<file path="src/rtl/id_ex_register.sv">
// ----------------------------------------------------------------------------
// id_ex_register
// Decode -> execute pipeline register for the MIPS datapath.
//  - Captures operands, register addresses, immediate and control bits.
//  - Bypasses a same-cycle write-back into the captured operands (r0 excluded).
//  - Detects load-use hazards, inserts one bubble and requests an upstream hold.
//  - Supports flush (branch/jump taken) and an external debug halt.
// Optional build macro: ID_EX_BUBBLE_COUNT_EN adds o_bubble_count, a 16-bit
// saturating count of edges on which a flush or hazard bubble was inserted.
// ----------------------------------------------------------------------------
module id_ex_register #(
   parameter int NB_DATA = 32,
   parameter int NB_REG  = 5
) (
   input  logic               i_clock,
   input  logic               i_reset,
   input  logic               i_valid,
   input  logic               i_flush,
   input  logic               i_halt,
   input  logic [NB_REG-1:0]  i_addr_ra,
   input  logic [NB_REG-1:0]  i_addr_rb,
   input  logic [NB_REG-1:0]  i_addr_rd,
   input  logic [NB_DATA-1:0] i_data_ra,
   input  logic [NB_DATA-1:0] i_data_rb,
   input  logic [NB_DATA-1:0] i_imm,
   input  logic               i_mem_read,
   input  logic               i_reg_write,
   input  logic               i_wb_rw,
   input  logic [NB_REG-1:0]  i_wb_addr,
   input  logic [NB_DATA-1:0] i_wb_data,
   output logic               o_valid,
   output logic [NB_DATA-1:0] o_data_ra,
   output logic [NB_DATA-1:0] o_data_rb,
   output logic [NB_REG-1:0]  o_addr_ra,
   output logic [NB_REG-1:0]  o_addr_rb,
   output logic [NB_REG-1:0]  o_addr_rd,
   output logic [NB_DATA-1:0] o_imm,
   output logic               o_mem_read,
   output logic               o_reg_write,
   output logic               o_stall
`ifdef ID_EX_BUBBLE_COUNT_EN
   ,
   output logic [15:0]        o_bubble_count
`endif
);

   logic               hz;
   logic               rd_hits_ra;
   logic               rd_hits_rb;
   logic               bubble;
   logic [NB_DATA-1:0] operand_ra;
   logic [NB_DATA-1:0] operand_rb;

   // Operand select for one read port: r0 reads zero, a same-cycle write-back
   // to a non-zero address wins over the bank's (stale) read data.
   function automatic logic [NB_DATA-1:0] select_operand(
      input logic [NB_REG-1:0]  addr,
      input logic [NB_DATA-1:0] bank_data,
      input logic               wb_rw,
      input logic [NB_REG-1:0]  wb_addr,
      input logic [NB_DATA-1:0] wb_data
   );
      logic [NB_DATA-1:0] result;
      if (addr == '0)
         result = '0;
      else if (wb_rw && (wb_addr == addr))
         result = wb_data;
      else
         result = bank_data;
      return result;
   endfunction

   // Load-use hazard detection and upstream hold request.
   always_comb begin
      rd_hits_ra = (o_addr_rd == i_addr_ra);
      rd_hits_rb = (o_addr_rd == i_addr_rb);
      hz         = i_valid && o_valid && o_mem_read && (o_addr_rd != '0)
                   && (rd_hits_ra || rd_hits_rb);
      o_stall    = hz && !i_flush;
      bubble     = i_flush || hz;
   end

   // Bypass-aware operand selection for both read ports.
   always_comb begin
      operand_ra = select_operand(i_addr_ra, i_data_ra, i_wb_rw, i_wb_addr, i_wb_data);
      operand_rb = select_operand(i_addr_rb, i_data_rb, i_wb_rw, i_wb_addr, i_wb_data);
   end

   // Pipeline register: halt holds, flush/hazard inserts a bubble, else load.
   always_ff @(posedge i_clock or negedge i_reset) begin
      if (!i_reset) begin
         o_valid     <= 1'b0;
         o_data_ra   <= '0;
         o_data_rb   <= '0;
         o_addr_ra   <= '0;
         o_addr_rb   <= '0;
         o_addr_rd   <= '0;
         o_imm       <= '0;
         o_mem_read  <= 1'b0;
         o_reg_write <= 1'b0;
      end else if (i_halt) begin
         o_valid     <= o_valid;
         o_data_ra   <= o_data_ra;
         o_data_rb   <= o_data_rb;
         o_addr_ra   <= o_addr_ra;
         o_addr_rb   <= o_addr_rb;
         o_addr_rd   <= o_addr_rd;
         o_imm       <= o_imm;
         o_mem_read  <= o_mem_read;
         o_reg_write <= o_reg_write;
      end else if (bubble) begin
         o_valid     <= 1'b0;
         o_data_ra   <= '0;
         o_data_rb   <= '0;
         o_addr_ra   <= '0;
         o_addr_rb   <= '0;
         o_addr_rd   <= '0;
         o_imm       <= '0;
         o_mem_read  <= 1'b0;
         o_reg_write <= 1'b0;
      end else begin
         o_valid     <= i_valid;
         o_data_ra   <= operand_ra;
         o_data_rb   <= operand_rb;
         o_addr_ra   <= i_addr_ra;
         o_addr_rb   <= i_addr_rb;
         o_addr_rd   <= i_addr_rd;
         o_imm       <= i_imm;
         o_mem_read  <= i_valid && i_mem_read;
         o_reg_write <= i_valid && i_reg_write;
      end
   end

`ifdef ID_EX_BUBBLE_COUNT_EN
   // Saturating count of inserted bubbles; halted edges are not counted.
   always_ff @(posedge i_clock or negedge i_reset) begin
      if (!i_reset)
         o_bubble_count <= '0;
      else if (!i_halt && bubble && (o_bubble_count != '1))
         o_bubble_count <= o_bubble_count + 16'd1;
   end
`endif

endmodule

</file>
<file path="config.mk">
export PLATFORM = sky130hd
export DESIGN_NAME = id_ex_register
export DESIGN_NICKNAME = d
export VERILOG_FILES = /design/src/rtl/id_ex_register.sv
export SDC_FILE = /design/constraint.sdc
export NUM_CORES = 1
export LEC_CHECK = 0
export BUFFER_PORTS_ARGS = -buffer_cell sky130_fd_sc_hd__buf_2
export CELL_PAD_IN_SITES_DETAIL_PLACEMENT = 1
export CELL_PAD_IN_SITES_GLOBAL_PLACEMENT = 1
export CORE_MARGIN = 2
export CORE_UTILIZATION = 32
export CTS_CLUSTER_DIAMETER = 30
export DETAILED_ROUTE_END_ITERATION = 10
export GPL_ROUTABILITY_DRIVEN = 0
export PLACE_DENSITY_LB_ADDON = 0.12
export SYNTH_ARGS = -nofsm -noshare
export SYNTH_HDL_FRONTEND = slang
export SYNTH_SLANG_ARGS = --single-unit
</file>
<file path="constraint.sdc">
create_clock -name i_clock -period 1.9 [get_ports i_clock]
set_input_delay 0.38 -clock i_clock [delete_from_list [all_inputs] [get_ports i_clock]]
set_output_delay 0.38 -clock i_clock [all_outputs]
set_load 0.02 [all_outputs]
</file>
==> results_dict.tcl <==
set metrics [dict create \
    htreeDepth 4 \
    fin_area_um2 9410 \
    start_kind "register" \
    worst-path-buf-inv 3 \
    synth_nets 701 \
    ir_drop_mv 0.607 \
    min_from "i_imm[13]" \
    areaGrowthSynthToFinish_pct 55.0 \
    clockRootBuffer "clkbuf_16" \
    ios 271 \
    ys_async_sr_fraction_pct 100 \
    dp_worst_setup_slack_ns -0.312 \
    synth-edff-count 0 \
    clkPwrFrac_pct 42.9 \
    muxShareOfSynthArea_pct 10.6 \
    via_per_inst 5.00 \
    place_area_um2 7890 \
    max_cap_viol_count 0 \
    grtUsageMet3_pct 5.87 \
    crit_fanout 2 \
    synth_top_family_by_area "compound AO/OA/AOI/OAI gates" \
    fp-row-count 50 \
    slew_violations 0 \
    syn_avg_cell_area_um2 11.1 \
    grt_start_max_net_pins 62 \
    crit_family "simple AND/OR/NAND/NOR gates" \
    port_buffers 270 \
    dr.pass1.iters 6 \
    worst_pin_slew_ns 0.508 \
    yosysSeqAreaShare_pct 47.0 \
    ys_seq_elements 114 \
    arrival_ns 2.02 \
    fin_skew_ns 0.00857 \
    rr_endpoint "o_imm[8]" \
    numCtsBuffers 17 \
    dieHeight_um 142 \
    antenna_found_initial 2 \
    ys_top_cells_by_count "dfrtp_1, nand2_1, mux2i_1, o41ai_2, o21ai_0" \
    ys_top_cells_by_area "dfrtp_1, o41ai_2, mux2i_1" \
    yosysTopAreaCell "dfrtp_1" \
    nNetsFinal 1006 \
    seqPwrFrac_pct 35.7 \
    whs_endpoint "o_imm[13]" \
    cellInternalPower_mw 5.48 \
    routedWlPerCell_um 20.6 \
    combPwrFrac_pct 21.5 \
    first_iter_violations 181 \
    sw_frac_of_total_pct 28.7 \
    leakagePower_nw 4.58 \
    p_sw_mw 2.21 \
    cts_sinks 114 \
    grt_pass1_wl_um 35000 \
    grt_pass1_vias 6111 \
    busiest_layer "met2" \
    synth_flop_cell "dfrtp_1" \
    period_needed_ns 2.40 \
    outcome "complete, but fails checks" \
    reg2regPathDepth 12 \
    critPathCaptureType "output port" \
    rr_startpoint "o_addr_rd[3]" \
    drc 0 \
    finalSetupViolCount 115 \
    wl_um 22600 \
    ys_warn_count 0 \
    clk_latency_ns 0.41 \
    rrSetupSlack_ns -0.50 \
    max_freq_mhz 416 \
    grtUsageTotal_pct 23.0 \
    synth_cells 545 \
    vias 5486 \
    cts_max_path_buffers 2 \
    synthAdderAreaFrac_pct 0 \
    dieArea_um2 20100 \
    dp_cells 1031 \
    synth_cell_types 21 \
    p_per_area_nw_per_um2 817 \
    slew_headroom_pct 66.2 \
    synth-simple-area-share_pct 13.5 \
    core_area_um2 18600 \
    holdCritPathClass "in -> reg" \
    rsz0062_at_grt "true" \
    ant_nets 0 \
    final.period_utilization_pct 126 \
    clk_pin_slew_ns 0.06 \
    dpl.hpwl_um 14700 \
    violations "setup timing" \
    grt_use_met2_pct 41.3 \
    postLayoutCoreUtil_pct 50.5 \
    die_w_um 142 \
    cpMostUsedCell "buf_6" \
    drive_above_1_share_pct 54.3 \
    cts_tree "built" \
    worstSetupPathType "reg -> out" \
    synthXorXnorAreaFrac_pct 2.88 \
    synth_compound_area_share_pct 21.8 \
    final.setup.worst_slack_ns -0.501 \
    crit_path_top_delay_cell "or4_4" \
    slowest_delay_ns 0.54 \
    hold_viol 0 \
    path_depth 6 \
    start_util_pct 32.6 \
    use_met1_pct 27.2 \
    path_cells "buf_6 > or4_4 > o2111ai_4 > buf_6 > nor3_4 > buf_6" \
    worstPathRequired_ns 1.52 \
    synth_top_area_share_pct 47.0 \
    gr-total-overflow 0 \
    final_cells 1097 \
    hold_depth 3 \
    netlist_area_um2 6070 \
]
-- layout by cell type, fill, tap and decap left out, types with 18 or more instances in the layout --
master,Yosys,final
buf_2,15,267
nand2_1,114,114
dfrtp_1,114,111
mux2i_1,64,64
nand2b_1,49,49
o41ai_2,63,48
o21ai_1,0,26
buf_4,0,26
o21ai_2,0,21
clkbuf_16,0,18
buf_12,0,18
-- per-stage QoR --
step	TNS [ns]	power, mW	hold WS (ns)
after floorplan	-4.65	3.50	0.0844
after global placement	-7.47	4.12	0.415
after detailed placement	-21.21	4.16	0.420
after CTS	-35.11	7.75	0.191
after global routing	-56.67	8.02	0.200
final	-49.82	7.69	0.205
-- power groups by stage --
stage	registers [mW]	logic [mW]	clock network (mW)
3_5_place_dp	2.77	1.39	0
6_report	2.74	1.65	3.30
4_1_cts	2.74	1.67	3.35
2_1_floorplan	3.01	0.491	0
3_3_place_gp	2.77	1.35	0
5_1_grt	2.77	1.77	3.48
-- flip-flops by register name (all words and copies together) (netlist names) --
| name | count |
|---|---|
| o_reg_write | 1 |
| o_addr_rd | 5 |
| o_valid | 1 |
| o_mem_read | 1 |
| o_addr_ra | 5 |
| o_data_ra | 32 |
| o_data_rb | 32 |
| o_addr_rb | 5 |
| o_imm | 32 |
-- logic make-up after synthesis --
kind of cell	Yosys count
simple gates	178
buf+inv	51
xor+xnor	20
mux	64
flops	114
compound gates	118
-- routing by layer --
metal	vias to the layer above	share of wire, %
li1	2565	-
met2	176	52
met3	30	5.9
met1	2711	40
met5	-	0.097
met4	4	1.5
-- final cells by class --
type | instances | area (um^2)
fillers | 2062 | 9230
repair buffers | 336 | 2330
flip-flops and latches | 114 | 2860
clock inverters | 10 | 133
well taps | 234 | 293
clock buffers | 21 | 470
multi-input cells | 381 | 3330
diodes | 1 | 2.50
-- how the worst max path moves through the flow --
stage | slack [ns] | start | to
after global placement | -0.19 | i_addr_ra[4] | o_data_ra[20]
after global routing | -0.55 | o_addr_rd[3] | o_imm[31]
after detailed placement | -0.31 | i_addr_ra[4] | o_data_ra[24]
after floorplan | -0.09 | o_addr_rd[0] | o_data_ra[10]
final | -0.50 | o_addr_rd[3] | o_stall
after CTS | -0.43 | o_addr_rd[0] | o_stall
-- worst min-delay path, delay by kind of cell --
kind,cells,cell delay (ns)
AOI/OAI and AO/OA,1,0.05
buffers and inverters,1,0.10
and+or+nand+nor,1,0.06
-- timing repair --
| item | CTS | global route |
|---|---|---|
| gates cloned | 15 | 1 |
| buffers inserted | 24 | 3 |
| gates resized for setup | 112 | 24 |
| endpoints found under the setup margin | 112 | 115 |
| pin swaps | 63 | 8 |
| hold buffers | 1 | 0 |
| hold endpoints to repair | 84 | 0 |
(Power assumes the default switching activity.)
